[src/rtl/riscv_isa_pkg.sv]
// Shared RV32I encoding definitions: type codes, opcodes, error codes and
// per-format packing functions. The decode core uses the same layout.
package riscv_isa_pkg;

  localparam logic [3:0] R_TYPE = 4'd1;
  localparam logic [3:0] I_TYPE = 4'd2;
  localparam logic [3:0] S_TYPE = 4'd3;
  localparam logic [3:0] B_TYPE = 4'd4;
  localparam logic [3:0] U_TYPE = 4'd5;
  localparam logic [3:0] J_TYPE = 4'd6;

  localparam logic [6:0] OP_OP     = 7'h33;
  localparam logic [6:0] OP_IMM    = 7'h13;
  localparam logic [6:0] OP_LOAD   = 7'h03;
  localparam logic [6:0] OP_JALR   = 7'h67;
  localparam logic [6:0] OP_STORE  = 7'h23;
  localparam logic [6:0] OP_BRANCH = 7'h63;
  localparam logic [6:0] OP_LUI    = 7'h37;
  localparam logic [6:0] OP_AUIPC  = 7'h17;
  localparam logic [6:0] OP_JAL    = 7'h6F;

  typedef enum logic [2:0] {
    ERR_NONE   = 3'd0,
    ERR_TYPE   = 3'd1,
    ERR_OPCODE = 3'd2,
    ERR_ALIGN  = 3'd3,
    ERR_RANGE  = 3'd4
  } err_code_e;

  function automatic logic [31:0] pack_r(input logic [6:0] f7, input logic [4:0] rs2,
                                         input logic [4:0] rs1, input logic [2:0] f3,
                                         input logic [4:0] rd, input logic [6:0] op);
    return {f7, rs2, rs1, f3, rd, op};
  endfunction

  function automatic logic [31:0] pack_i(input logic [11:0] imm, input logic [4:0] rs1,
                                         input logic [2:0] f3, input logic [4:0] rd,
                                         input logic [6:0] op);
    return {imm, rs1, f3, rd, op};
  endfunction

  function automatic logic [31:0] pack_s(input logic [11:0] imm, input logic [4:0] rs2,
                                         input logic [4:0] rs1, input logic [2:0] f3,
                                         input logic [6:0] op);
    return {imm[11:5], rs2, rs1, f3, imm[4:0], op};
  endfunction

  // imm carries bits [12:1]; bit 0 of a branch offset is always zero.
  function automatic logic [31:0] pack_b(input logic [12:1] imm, input logic [4:0] rs2,
                                         input logic [4:0] rs1, input logic [2:0] f3,
                                         input logic [6:0] op);
    return {imm[12], imm[10:5], rs2, rs1, f3, imm[4:1], imm[11], op};
  endfunction

  function automatic logic [31:0] pack_u(input logic [31:12] imm, input logic [4:0] rd,
                                         input logic [6:0] op);
    return {imm, rd, op};
  endfunction

  function automatic logic [31:0] pack_j(input logic [20:1] imm, input logic [4:0] rd,
                                         input logic [6:0] op);
    return {imm[20], imm[10:1], imm[11], imm[19:12], rd, op};
  endfunction

endpackage

[src/rtl/riscv_encode_fifo.sv]
// Synchronous DEPTH x WIDTH FIFO; when empty the output holds the last popped word.
module riscv_encode_fifo #(
  parameter int DEPTH = 4,
  parameter int WIDTH = 32
) (
  input  logic                     clk,
  input  logic                     reset,
  input  logic                     i_push,
  input  logic [WIDTH-1:0]         i_data,
  input  logic                     i_pop,
  output logic [WIDTH-1:0]         o_data,
  output logic                     o_full,
  output logic                     o_empty,
  output logic [$clog2(DEPTH):0]   o_level
);
  localparam int PTR_W = $clog2(DEPTH);

  logic [WIDTH-1:0] r_mem [DEPTH];
  logic [PTR_W-1:0] r_wr_ptr;
  logic [PTR_W-1:0] r_rd_ptr;
  logic [PTR_W:0]   r_level;
  logic [WIDTH-1:0] r_last;
  logic             w_do_push;
  logic             w_do_pop;

  // DEPTH is a power of two, so the level MSB alone marks full.
  assign o_full    = r_level[PTR_W];
  assign o_empty   = (r_level == '0);
  assign o_level   = r_level;
  assign w_do_push = i_push & ~o_full;
  assign w_do_pop  = i_pop & ~o_empty;
  assign o_data    = o_empty ? r_last : r_mem[r_rd_ptr];

  always_ff @(posedge clk) begin
    if (w_do_push) begin
      r_mem[r_wr_ptr] <= i_data;
    end
  end

  always_ff @(posedge clk) begin
    if (reset) begin
      r_wr_ptr <= '0;
      r_rd_ptr <= '0;
      r_level  <= '0;
      r_last   <= '0;
    end else begin
      if (w_do_push) begin
        r_wr_ptr <= r_wr_ptr + 1'b1;
      end
      if (w_do_pop) begin
        r_rd_ptr <= r_rd_ptr + 1'b1;
        r_last   <= r_mem[r_rd_ptr];
      end
      case ({w_do_push, w_do_pop})
        2'b10:   r_level <= r_level + 1'b1;
        2'b01:   r_level <= r_level - 1'b1;
        default: r_level <= r_level;
      endcase
    end
  end

endmodule

[src/rtl/riscv_encode_core.sv]
// RV32I instruction encoder: validates a decoded field bundle, packs legal ones
// into a 32-bit word and queues it; rejects are reported with an error code.
module riscv_encode_core
  import riscv_isa_pkg::*;
#(
  parameter int DEPTH = 4,
  parameter int CNT_W = 16
) (
  input  logic                     clk,
  input  logic                     reset,
  input  logic                     in_valid,
  output logic                     in_ready,
  input  logic [3:0]               in_type,
  input  logic [6:0]               in_opcode,
  input  logic [4:0]               in_rd,
  input  logic [4:0]               in_rs1,
  input  logic [4:0]               in_rs2,
  input  logic [2:0]               in_funct3,
  input  logic [6:0]               in_funct7,
  input  logic [31:0]              in_imm,
  output logic                     out_valid,
  input  logic                     out_ready,
  output logic [31:0]              out_instr,
  output logic                     err_valid,
  output logic [2:0]               err_code,
  output logic [CNT_W-1:0]         enc_count,
  output logic [CNT_W-1:0]         rej_count,
  output logic [$clog2(DEPTH):0]   fifo_level
);
  logic               w_fifo_full;
  logic               w_fifo_empty;
  logic               w_accept;
  logic               w_push;
  logic               w_op_ok;
  logic [31:0]        w_word;
  logic signed [31:0] w_simm;
  err_code_e          w_err;
  err_code_e          r_err_code;
  logic               r_err_valid;
  logic [CNT_W-1:0]   r_enc_count;
  logic [CNT_W-1:0]   r_rej_count;

  assign w_simm    = in_imm;
  assign in_ready  = ~w_fifo_full;
  assign w_accept  = in_valid & in_ready;
  assign w_push    = w_accept & (w_err == ERR_NONE);
  assign out_valid = ~w_fifo_empty;
  assign err_valid = r_err_valid;
  assign err_code  = r_err_code;
  assign enc_count = r_enc_count;
  assign rej_count = r_rej_count;

  // Range is assigned before alignment and opcode so the higher-priority code wins.
  always_comb begin
    w_err   = ERR_NONE;
    w_word  = '0;
    w_op_ok = 1'b1;
    case (in_type)
      R_TYPE: begin
        w_op_ok = (in_opcode == OP_OP);
        w_word  = pack_r(in_funct7, in_rs2, in_rs1, in_funct3, in_rd, in_opcode);
      end
      I_TYPE: begin
        w_op_ok = (in_opcode == OP_IMM) || (in_opcode == OP_LOAD) || (in_opcode == OP_JALR);
        w_word  = pack_i(in_imm[11:0], in_rs1, in_funct3, in_rd, in_opcode);
        if (w_simm < -32'sd2048 || w_simm > 32'sd2047) w_err = ERR_RANGE;
      end
      S_TYPE: begin
        w_op_ok = (in_opcode == OP_STORE);
        w_word  = pack_s(in_imm[11:0], in_rs2, in_rs1, in_funct3, in_opcode);
        if (w_simm < -32'sd2048 || w_simm > 32'sd2047) w_err = ERR_RANGE;
      end
      B_TYPE: begin
        w_op_ok = (in_opcode == OP_BRANCH);
        w_word  = pack_b(in_imm[12:1], in_rs2, in_rs1, in_funct3, in_opcode);
        if (w_simm < -32'sd4096 || w_simm > 32'sd4094) w_err = ERR_RANGE;
        if (in_imm[0]) w_err = ERR_ALIGN;
      end
      U_TYPE: begin
        w_op_ok = (in_opcode == OP_LUI) || (in_opcode == OP_AUIPC);
        w_word  = pack_u(in_imm[31:12], in_rd, in_opcode);
        if (in_imm[11:0] != 12'd0) w_err = ERR_ALIGN;
      end
      J_TYPE: begin
        w_op_ok = (in_opcode == OP_JAL);
        w_word  = pack_j(in_imm[20:1], in_rd, in_opcode);
        if (w_simm < -32'sd1048576 || w_simm > 32'sd1048574) w_err = ERR_RANGE;
        if (in_imm[0]) w_err = ERR_ALIGN;
      end
      default: w_err = ERR_TYPE;
    endcase
    if (!w_op_ok) w_err = ERR_OPCODE;
  end

  always_ff @(posedge clk) begin
    if (reset) begin
      r_err_valid <= 1'b0;
      r_err_code  <= ERR_NONE;
      r_enc_count <= '0;
      r_rej_count <= '0;
    end else begin
      r_err_valid <= 1'b0;
      if (w_accept) begin
        r_err_code <= w_err;
        if (w_err != ERR_NONE) begin
          r_err_valid <= 1'b1;
          r_rej_count <= r_rej_count + 1'b1;
        end else begin
          r_enc_count <= r_enc_count + 1'b1;
        end
      end
    end
  end

  riscv_encode_fifo #(
    .DEPTH (DEPTH),
    .WIDTH (32)
  ) u_fifo (
    .clk     (clk),
    .reset   (reset),
    .i_push  (w_push),
    .i_data  (w_word),
    .i_pop   (out_ready),
    .o_data  (out_instr),
    .o_full  (w_fifo_full),
    .o_empty (w_fifo_empty),
    .o_level (fifo_level)
  );

endmodule

[config.mk]
export PLATFORM = sky130hd
export DESIGN_NAME = riscv_encode_core
export DESIGN_NICKNAME = d
export VERILOG_FILES = /design/src/rtl/riscv_isa_pkg.sv /design/src/rtl/riscv_encode_fifo.sv /design/src/rtl/riscv_encode_core.sv
export SDC_FILE = /design/constraint.sdc
export NUM_CORES = 1
export LEC_CHECK = 0
export ABC_AREA = 1
export CAP_MARGIN = 10
export CORE_MARGIN = 2
export CORE_UTILIZATION = 50
export CTS_BUF_LIST = sky130_fd_sc_hd__clkbuf_4 sky130_fd_sc_hd__clkbuf_8 sky130_fd_sc_hd__clkbuf_16
export DETAILED_ROUTE_END_ITERATION = 7
export PLACE_DENSITY = 0.78
export REMOVE_ABC_BUFFERS = 1
export SLEW_MARGIN = 20
export SYNTH_ARGS = -nofsm -noshare
export SYNTH_HDL_FRONTEND = slang
export SYNTH_SLANG_ARGS = --single-unit
[constraint.sdc]
create_clock -name clk -period 5.57 [get_ports clk]
set_input_delay 0.8355 -clock clk [delete_from_list [all_inputs] [get_ports clk]]
set_output_delay 0.8355 -clock clk [all_outputs]
set_load 0.01 [all_outputs]
==> results by group <==
Status
  – Outcome: completed

Worst setup path
  – Worst setup SP type: flop
  – Crit Path Category: reg -> out
  – R2r endpoint: u_fifo.r_last[11]
  – FF-to-FF path depth: 7
  – Critical path arrival: 3.62 ns
  – Crit path max fanout: 65
  – Flop2flop setup slack: 2.85 ns
  – Setup crit end kind: output pin
  – Worst setup endpoint: out_instr[27]
  – WP data required: 4.73 ns

Floorplan
  – Die Ht: between 100 and 150 µm
  – Row count: 51
  – Die X: 144 µm
  – Core area: 19,300 µm²
  – Total I/O pin count: 145
  – Initial Utilization: 50.5%
  – Full die area: just over 20,000 µm²

Timing
  – Slew headroom: 34.4%
  – Final TNS setup: 0 ns
  – Setup-failing EPs final: 0
  – Max Freq: 0.225 GHz
  – RSZ-0062 raised after global routing: no
  – PnR worst setup slack: 1.12 ns
  – Slew @ Worst Pin: 0.982 ns
  – Final Skew: 0.0194 ns
  – Slew Limit Fails: 0
  – Hold Vio Cnt, Final: 0
  – Tmin final: 4.45 ns
  – Period utilisation layout: 80.0%

Drt
  – Post-DRT Antenna Nets: 0
  – Routed len/inst: 16.6 µm
  – # DRC: 0
  – TritonRoute pass-1 iters: 4
  – Vias per inst: 5.45
  – Vias: 8,368
  – Iter 0 DRT Violations: 531
  – Routed Wire Length: around 26 mm

Clock tree
  – H-Tree Level Count: 1
  – Clk pin slew, worst setup/hold paths: approximately 0.05 ns
  – Root Driver: clkbuf_16
  – CTS Hold Bufs: 0
  – Clock sinks: 205
  – Post-cts sizing count: 0
  – Max clock buf depth: 3
  – Worst skew pair latency: 0.51 ns
  – CTS tree: built
  – Postcts setup bufs: 0
  – CTS Buf Count: 23

Yosys
  – Mapped Cells: 1,124
  – Post-synth cell types: 34
  – Yosys reg bits: 205
  – Ys async rst share: 0%
  – Top-area cell type share of the netlist area: 39.5%
  – Yosys top cell by area: edfxtp_1
  – EDFF count, synth: between 100 and 150
  – Yosys warning count: 0
  – Commonest cells in the synthesized netlist: nand2_1, o21ai_0, nor2_1
  – Primary FF master, synth: edfxtp_1
  – Most common cell in the synthesized netlist: nand2_1
  – Sequential fraction of the synthesis area: 55.3%
  – Mapped cell area: 9730 µm²
  – Synth area leaders: edfxtp_1, dfxtp_1, o21ai_0
  – Mean Syn Cell Area: 8.66 µm²

Global route
  – Initial antenna violation count: 0
  – Grt ovf: 0
  – Overall routing resource usage: between 20% and 30%
  – Largest net degree at the start of global routing: 69
  – First-pass GRT wire length: about 40 mm
  – Vias in the first global route: 8,072

Power
  – Sequential Power Share: around two fifths
  – Leakage: 4.57 nW
  – PwrDens: 336 nW/µm²
  – Sw Ratio: roughly 27%
  – Internal power: 2.99 mW
  – VDD IR max: 0.208 mV
  – Switching power: 1.11 mW
  – Combinational Power Share: 20.1%
  – Clock power frac: 37.9%

Placement
  – # port buffers: around 140
  – GP Congestion: between 0.9 and 1
  – Worst slack, placed: 1.28 ns
  – Hpwl dp: between 15 and 20 mm

Cells and area
  – Final antenna diode count: 0
  – Fin nets: 1,335
  – Share of cells above drive strength 1: 6.30%
  – Layout area overhead: 25.3%

Flow run
  – Max-cap viol count: 0

Min path
  – Worst Hold Path Cells: 2
  – Hold crit path type: reg -> reg
cell type report:
cell class	count	area, µm²
clock buffers	35	732
clock inverters	7	67.6
fillers	1620	7080
inverters	113	427
multi-input cells	753	3710
flip-flops and latches	205	5390
well taps	265	332
repair buffers	157	1540
placed cells by master (no fill, tap or decap), types with 4 or more instances in the layout:
cell / count
clkbuf_4: 5
nand2_1: 197
xor2_1: 19
clkbuf_8: 5
nor3_1: 11
buf_4: 13
edfxtp_1: 128
nor2_1: 140
o21ai_0: 152
nand4_1: 25
clkbuf_16: 25
inv_1: 108
o211ai_1: 8
nand3_1: 49
nand2_2: 4
dfxtp_1: 76
a21oi_1: 75
nor2_2: 8
clkdlybuf4s50_1: 144
ha_1: 9
o22ai_1: 33
xnor2_1: 6
cells by family after synthesis:
logic type / share of synthesized area [%]
XOR/XNOR: 2.25
buffers and inverters: 6.67
AO/OA/AOI/OAI: 14.9
adder cells (fa/ha/maj): 1.36
flip-flops: 55.3
AND/OR/NAND/NOR: 19.5
power by group through the flow:
stage	clock network [mW]	registers (mW)	logic, mW
floorplan	0	1.76	0.399
global placement	0	1.75	0.805
detailed placement	0	1.75	0.824
CTS	1.57	1.72	0.828
global route	1.63	1.73	0.915
finish	1.55	1.72	0.826
sequential cells by signal (all words and copies together) (netlist names), named ones only:
register / cells
u_fifo.r_last: 32
u_fifo.r_mem: 128
u_fifo.r_wr_ptr: 2
u_fifo.o_level: 3
rej_count: 16
u_fifo.r_rd_ptr: 2
err_valid: 1
enc_count: 16
err_code: 3
through the flow:
| stage | hold WS (ns) | total power, mW | std cells | utilization, % | instance area, µm² |
|---|---|---|---|---|---|
| 2_1_floorplan | 0.440 | 2.16 | 1071 | - | 9510 |
| 3_3_place_gp | 0.446 | 2.56 | 1493 | 59.1 | 11400 |
| 3_5_place_dp | 0.462 | 2.58 | 1493 | 59.1 | 11400 |
| 4_1_cts | 0.470 | 4.12 | 1535 | 63.3 | 12200 |
| 5_1_grt | 0.494 | 4.28 | 1535 | 63.3 | 12200 |
| 6_report | 0.471 | 4.10 | 1535 | 63.3 | 12200 |
worst min path at each step:
stage,to,slack [ns],from
floorplan,flop,0.44,u_fifo.r_rd_ptr[1]
global placement,flop,0.45,u_fifo.r_rd_ptr[1]
detailed placement,flop,0.46,u_fifo.r_rd_ptr[1]
CTS,u_fifo.r_rd_ptr[1],0.47,u_fifo.r_rd_ptr[1]
global route,flop,0.49,u_fifo.r_rd_ptr[1]
finish,u_fifo.r_rd_ptr[1],0.47,u_fifo.r_rd_ptr[1]
layer usage:
layer	share of wire, %	global-route usage (%)
met3	6.3	3.90
met5	0	0
met4	3.2	9.75
met2	49	42.9
met1	42	31.1
worst max-delay path, cell delays in order (launching register included):
cell and delay (ns):
dfxtp_2 0.31, buf_4 0.50, clkinv_1 0.77, buf_4 0.50, o21ai_0 0.22, o22ai_1 0.12
inv_1 0.08, o21ai_0 0.09, clkdlybuf4s50_1 0.50
(Power assumes the default switching activity.)
